`src/rtl/control_filtro.sv`:
```
// Sequencer for the 3x3 Gaussian filter: fetches nine taps over a req/ack port,
// accumulates them with kernel 1 2 1 / 2 4 2 / 1 2 1, and offers sum>>4 on valid/ready.
module control_filtro #(
   parameter int ADDR_W = 12,
   parameter int PIX_W  = 8
) (
   input  logic              clk,
   input  logic              rst,
   input  logic              start,
   input  logic [ADDR_W-1:0] base_in,
   input  logic [7:0]        ancho,
   output logic              mem_req,
   output logic [ADDR_W-1:0] mem_addr,
   input  logic              mem_ack,
   input  logic [PIX_W-1:0]  mem_rdata,
   output logic              res_valid,
   output logic [PIX_W-1:0]  res_data,
   input  logic              res_ready,
   output logic              busy,
   output logic [3:0]        idx,
   output logic              err
);

   typedef enum logic [1:0] {IDLE, FETCH, OUT} state_e;

   state_e            state_q;
   logic [ADDR_W-1:0] addr_q;
   logic [ADDR_W-1:0] row_q;
   logic [7:0]        stride_q;
   logic [PIX_W+3:0]  acc_q;
   logic [3:0]        idx_q;
   logic [PIX_W-1:0]  res_q;
   logic              err_q;

   logic [PIX_W+3:0]  pix_ext;
   logic [PIX_W+3:0]  tap_w;
   logic [PIX_W+3:0]  acc_d;
   logic [ADDR_W-1:0] row_d;

   // Kernel weight by tap number: centre x4, edge-adjacent (even taps) x2, corners x1.
   always_comb begin
      pix_ext = {4'b0000, mem_rdata};
      tap_w   = pix_ext;
      if (idx_q == 4'd5) begin
         tap_w = pix_ext << 2;
      end else if (!idx_q[0]) begin
         tap_w = pix_ext << 1;
      end
      acc_d = acc_q + tap_w;
      row_d = row_q + ADDR_W'(stride_q);
   end

   always_ff @(posedge clk or posedge rst) begin
      if (rst) begin
         state_q  <= IDLE;
         addr_q   <= '0;
         row_q    <= '0;
         stride_q <= '0;
         acc_q    <= '0;
         idx_q    <= 4'd1;
         res_q    <= '0;
         err_q    <= 1'b0;
      end else begin
         err_q <= 1'b0;
         case (state_q)
            IDLE: begin
               if (start) begin
                  if (ancho < 8'd3) begin
                     err_q <= 1'b1;
                  end else begin
                     addr_q   <= base_in;
                     row_q    <= base_in;
                     stride_q <= ancho;
                     acc_q    <= '0;
                     idx_q    <= 4'd1;
                     state_q  <= FETCH;
                  end
               end
            end
            FETCH: begin
               if (mem_ack) begin
                  acc_q <= acc_d;
                  if (idx_q == 4'd9) begin
                     res_q   <= acc_d[PIX_W+3:4];
                     state_q <= OUT;
                  end else begin
                     idx_q <= idx_q + 4'd1;
                     // Column wrap after taps 3 and 6 jumps to the next row base.
                     if (idx_q == 4'd3 || idx_q == 4'd6) begin
                        addr_q <= row_d;
                        row_q  <= row_d;
                     end else begin
                        addr_q <= addr_q + ADDR_W'(1);
                     end
                  end
               end
            end
            OUT: begin
               if (res_ready) begin
                  idx_q   <= 4'd1;
                  state_q <= IDLE;
               end
            end
            default: state_q <= IDLE;
         endcase
      end
   end

   assign mem_req   = (state_q == FETCH);
   assign res_valid = (state_q == OUT);
   assign busy      = (state_q != IDLE);
   assign mem_addr  = addr_q;
   assign res_data  = res_q;
   assign idx       = idx_q;
   assign err       = err_q;

endmodule

```
`config.mk`:
```
export PLATFORM = sky130hd
export DESIGN_NAME = control_filtro
export DESIGN_NICKNAME = d
export VERILOG_FILES = /design/src/rtl/control_filtro.sv
export SDC_FILE = /design/constraint.sdc
export NUM_CORES = 1
export LEC_CHECK = 0
export CAP_MARGIN = 40
export CORE_MARGIN = 2
export CORE_UTILIZATION = 59
export DETAILED_ROUTE_END_ITERATION = 8
export PLACE_DENSITY = 0.87
export RECOVER_POWER = 25
export SYNTH_ARGS = -nofsm -noshare
export SYNTH_HDL_FRONTEND = slang
export SYNTH_SLANG_ARGS = --single-unit
```
`constraint.sdc`:
```
create_clock -name clk -period 6 [get_ports clk]
set_input_delay 0.9 -clock clk [delete_from_list [all_inputs] [get_ports clk]]
set_output_delay 0.9 -clock clk [all_outputs]
set_load 0.01 [all_outputs]
```
==> results <==
- The total power is between 2000 and 3000 uW.
- The total CTS buffers is 9.
- between 60 and 70 I/O pins were placed.
- The net switching power figure is ~1400 uW.
- The highest clock frequency the design can meet is around 240 MHz.
- The number of port buffers is 60.
- The proportion of layout cells with a drive suffix above 1 is 5.66%.
- Averaged over all synthesized cells, the footprint is 8.47 sq um.
- For this run, the share of the core covered by cells in the final layout is between 70 and 80%.
- The detailed-placement wirelength estimate is 7680 um.
- At the worst endpoint, the arrival time is between 3000 and 4000 ps.
- Setup violations remaining at the end of the flow were counted as 0.
- The gate family responsible for the most delay along the worst path is buffers and inverters.
- The first detailed-routing pass ran for 5 iterations.
- The final-report hold violation count is 0.
- The CTS tree is yes.
- The final reports fail on max-capacitance violations, max-slew violations.
- The count of hold buffers inserted by post-cts repair is 0.
- The routing usage on met2 is 49.7%.
- The clock passes through at most 2 buffers.
- The die span in x is 86.7 um.
- The class of the most critical setup path is in2async.
- The die boundary height is 86.7 um.
- For the pin with the worst max-slew slack, the measured transition is ~3300 ps.
- After synthesis the cells add up to between 4000 and 5000 sq um.
- Yosys attributes the largest share of cell area to dfrtp_1, nand2_1, ha_1.
- Setup total negative slack on the finished layout was measured at 0 ps.
- In this run the worst path has a maximum fanout of around 60.
- The power share of the combinational group is 60.9%.
- The global-route layer with the greatest usage is met2.
- The post-route worst hold slack is just under 500 ps.
- Dividing total power by cell area gives a power density of a little over 600 nW/um^2.
- The worst hold-check path type is reg2reg.
- Including well taps, the total number of placed cells is between 500 and 600.
- The clock sink count is about 60.
- The number of H-tree levels is 3.
- Dividing the final minimum period by the clock period gives about 70%.
- The total overflow left after global routing is 0.
- Synthesis inferred a little under 60 register bits.
- The proportion of synthesized flip-flops having asynchronous set or reset is between 90% and 100%.
- The maximum cell stage delay along the critical path is ~2300 ps.
- Of the total power, registers draw a little over a quarter.
- The number of distinct library cell variants in the gate-level netlist after synthesis is 64.
- The first routing iteration left between 200 and 300 violations.
- Together, buffers and inverters on the worst path number 3.
- The average vias per placed instance is 6.47.
- The highest ir drop seen on vdd is 286 uV.
- The worst path needs around 4100 ps of the cycle, external delays included.
- The setup clock skew after layout is about 8 ps.
- The row count is 30.
- Once detail routing completed, the nets flagged for antenna violations numbered 0.
- Max-cap violations in this run came to 1.
- The count of inserted antenna diode cells is 0.
- The data required time of the worst path is between 5000 and 6000 ps.
- The cell type contributing the most total cell area after synthesis is dfrtp_1.
- After clock tree synthesis, the clock-pin slew on the worst setup and hold paths is around 60 ps.
- During synthesis, Yosys emitted a total of 0 warnings.
- The cell count after synthesis is approximately 480.
- The internal power is 1570 uW.
- The standard cell with the maximum stage delay on the critical path is clkbuf_1.
- Dividing the detail-routed wire length by the instance count gives between 15 and 20 um.
- Headroom to the max-slew limit came out at -121%.
- For this run, the register share of the synthesized area comes to 36.6%.
- The clock latency on the worst-skew pair is 350 ps.
- Counting flops with a built-in enable in the synthesized netlist gives 0.
- The signed area change from the synthesized netlist to the final layout is 19.9%.
- Setup repair after global routing left no endpoint under its margin.
- The flow ran to the end, but the final reports show violations.
- The clock network burns about an eighth of the power.
- The number of nets in the synthesized netlist is about 530.
- The tree is rooted in a clkbuf_8.
- The kind of start point of the critical path is an input pin.
- In the final layout, flip-flops and latches occupy 1480 sq um.
- The via count of the first global-routing pass is ~3.8k.
- The total area inside the core boundary comes to approximately 6700 sq um.
- The number of max-slew violations in the final report is 60.
- The first global-routing pass estimated approximately 18000 um of wire.
- In the routed design, unresolved DRC markers number 0.
- The routing usage on met3 is roughly 4.2%.
- In the final layout, the multi-input gates occupy ~2400 sq um.
- Among all flip-flop cells after synthesis, the most frequent one is dfrtp_1.
- The area share of the leading cell type in the synthesized netlist is 35.9%.
- The switching portion of total power is about 47%.
- The post-CTS setup buffer count is 0.
- Once the floorplan was initialized, standard cells occupied between 60% and 70% of the core.
- The largest net degree at the start of global routing is 60.
- The initial antenna violation count is 0.
- The net count of the finished layout is 582.
- STA classifies the critical path endpoint as an async pin.
- Fill cells in the final layout number 484.
- The number of instances resized during post-cts repair is 0.
- For this design the static power due to leakage is around 0.0021 uW.
- The area enclosed by the die boundary is 7520 sq um.
- Across all layers, the routed design uses between 3k and 4k vias.
- For this run, global-route usage on met1 was measured as 38.3%.
- The total global routing track utilization is approximately 30%.
- The final cell count without fillers is 610.
- The final wirelength is between 10000 and 15000 um.
- The critical path goes through dlygate4sd3_1, clkinv_1, clkbuf_1.
- The global placer's final weighted congestion is between 0.9 and 1.
==> layout by cell type, fill, tap and decap left out, types with 3 or more instances in the layout <==
| master | count |
|---|---|
| nand2_1 | 80 |
| clkdlybuf4s50_1 | 59 |
| dfrtp_1 | 58 |
| nor2_1 | 45 |
| a21oi_1 | 28 |
| o21ai_0 | 27 |
| nand3_1 | 23 |
| ha_1 | 22 |
| xor2_1 | 11 |
| nor3_1 | 11 |
| inv_1 | 11 |
| clkbuf_8 | 11 |
| a21o_1 | 9 |
| mux2i_1 | 9 |
| o211ai_1 | 8 |
| a211oi_1 | 7 |
| o21a_1 | 6 |
| nand4_1 | 6 |
| a31oi_1 | 6 |
| a32oi_1 | 6 |
| mux2_2 | 5 |
| nand2b_1 | 4 |
| o22ai_1 | 4 |
| o32ai_1 | 4 |
| clkbuf_1 | 4 |
| a211o_1 | 3 |
| and3_1 | 3 |
| xnor2_1 | 3 |
| or3_1 | 3 |
==> synthesized netlist by cell type (9+ instances only) <==
cell,n
clkbuf_1,15
o21ai_0,27
ha_1,22
mux2i_1,9
a21oi_1,28
nor2_1,45
a21o_1,9
dfrtp_1,58
nor3_1,11
nand3_1,23
xor2_1,11
nand2_1,80
inv_1,12
==> logic make-up (layout without fill, tap and decap cells) <==
kind of cell    Yosys count  in the layout  synth area share (%)
compound gates          136            136                  23.2
xor+xnor                 14             14                  3.04
fa+ha+maj                24             24                  7.81
buf+inv                  37             90                  3.72
flops                    59             59                  36.6
mux                      14             14                  3.62
simple gates            193            193                  22.0
==> worst min-delay path: stages, from the launching register on <==
cell and delay, ps:
dfrtp_1 350, nand2_1 50, nand2_1 60
==> final timing paths <==
check	startpoint	endpoint	slack (ps)	depth (start not counted)
max	rst	mem_addr[3]$_DFFE_PP0P_	1880	3
min	stride_q[0]$_DFFE_PP0P_	stride_q[0]$_DFFE_PP0P_	480	2
max reg2reg	idx[0]$_DFFE_PP1P_	acc_q[10]$_DFFE_PP0P_	2470	11
min reg2reg	stride_q[0]$_DFFE_PP0P_	stride_q[0]$_DFFE_PP0P_	480	2
max in group clk	state_q[1]$_DFFE_PP0P_	mem_req	2260	3
min in group asynchronous	rst	stride_q[2]$_DFFE_PP0P_	2270	3
==> flip-flops by register name, summed over array words and instances, names as in the netlist <==
register,count
mem_addr,12
acc_q,12
stride_q,8
res_data,8
err,1
state_q,2
row_q,12
idx,4
==> layout make-up <==
type	instances	share of cell area, %
Timing Repair Buffer	62	12.6
Inverter	12	0.930
Multi-Input combinational cell	381	49.8
Clock buffer	14	3.36
Tap cell	80	2.07
Sequential cell	59	30.5
Clock inverter	2	0.723
==> per-layer routing <==
layer / part of all wire (%) / routed length [um] / up-vias
li1: - / - / 1832
met2: 48 / 5220 / 199
met3: 6.5 / 697 / 35
met4: 3.2 / 340 / 0
met5: 0 / 0 / -
met1: 42 / 4510 / 1878
==> metrics by stage <==
step / instance area (sq um) / setup slack, ps
floorplan: 4040 / 3290
global placement: 4650 / 2260
global route: 4840 / 1220
CTS: 4850 / 2330
detailed placement: 4650 / 2200
finish: 4840 / 1880
==> power groups by stage <==
stage               clock network [uW]  logic, uW  registers [uW]
floorplan                            0       1280             748
global placement                     0       1700             773
detailed placement                   0       1760             781
CTS                                378       1780             776
global route                       396       1990             804
finish                             377       1800             782
No activity file was read; power rests on OpenSTA's default activity.
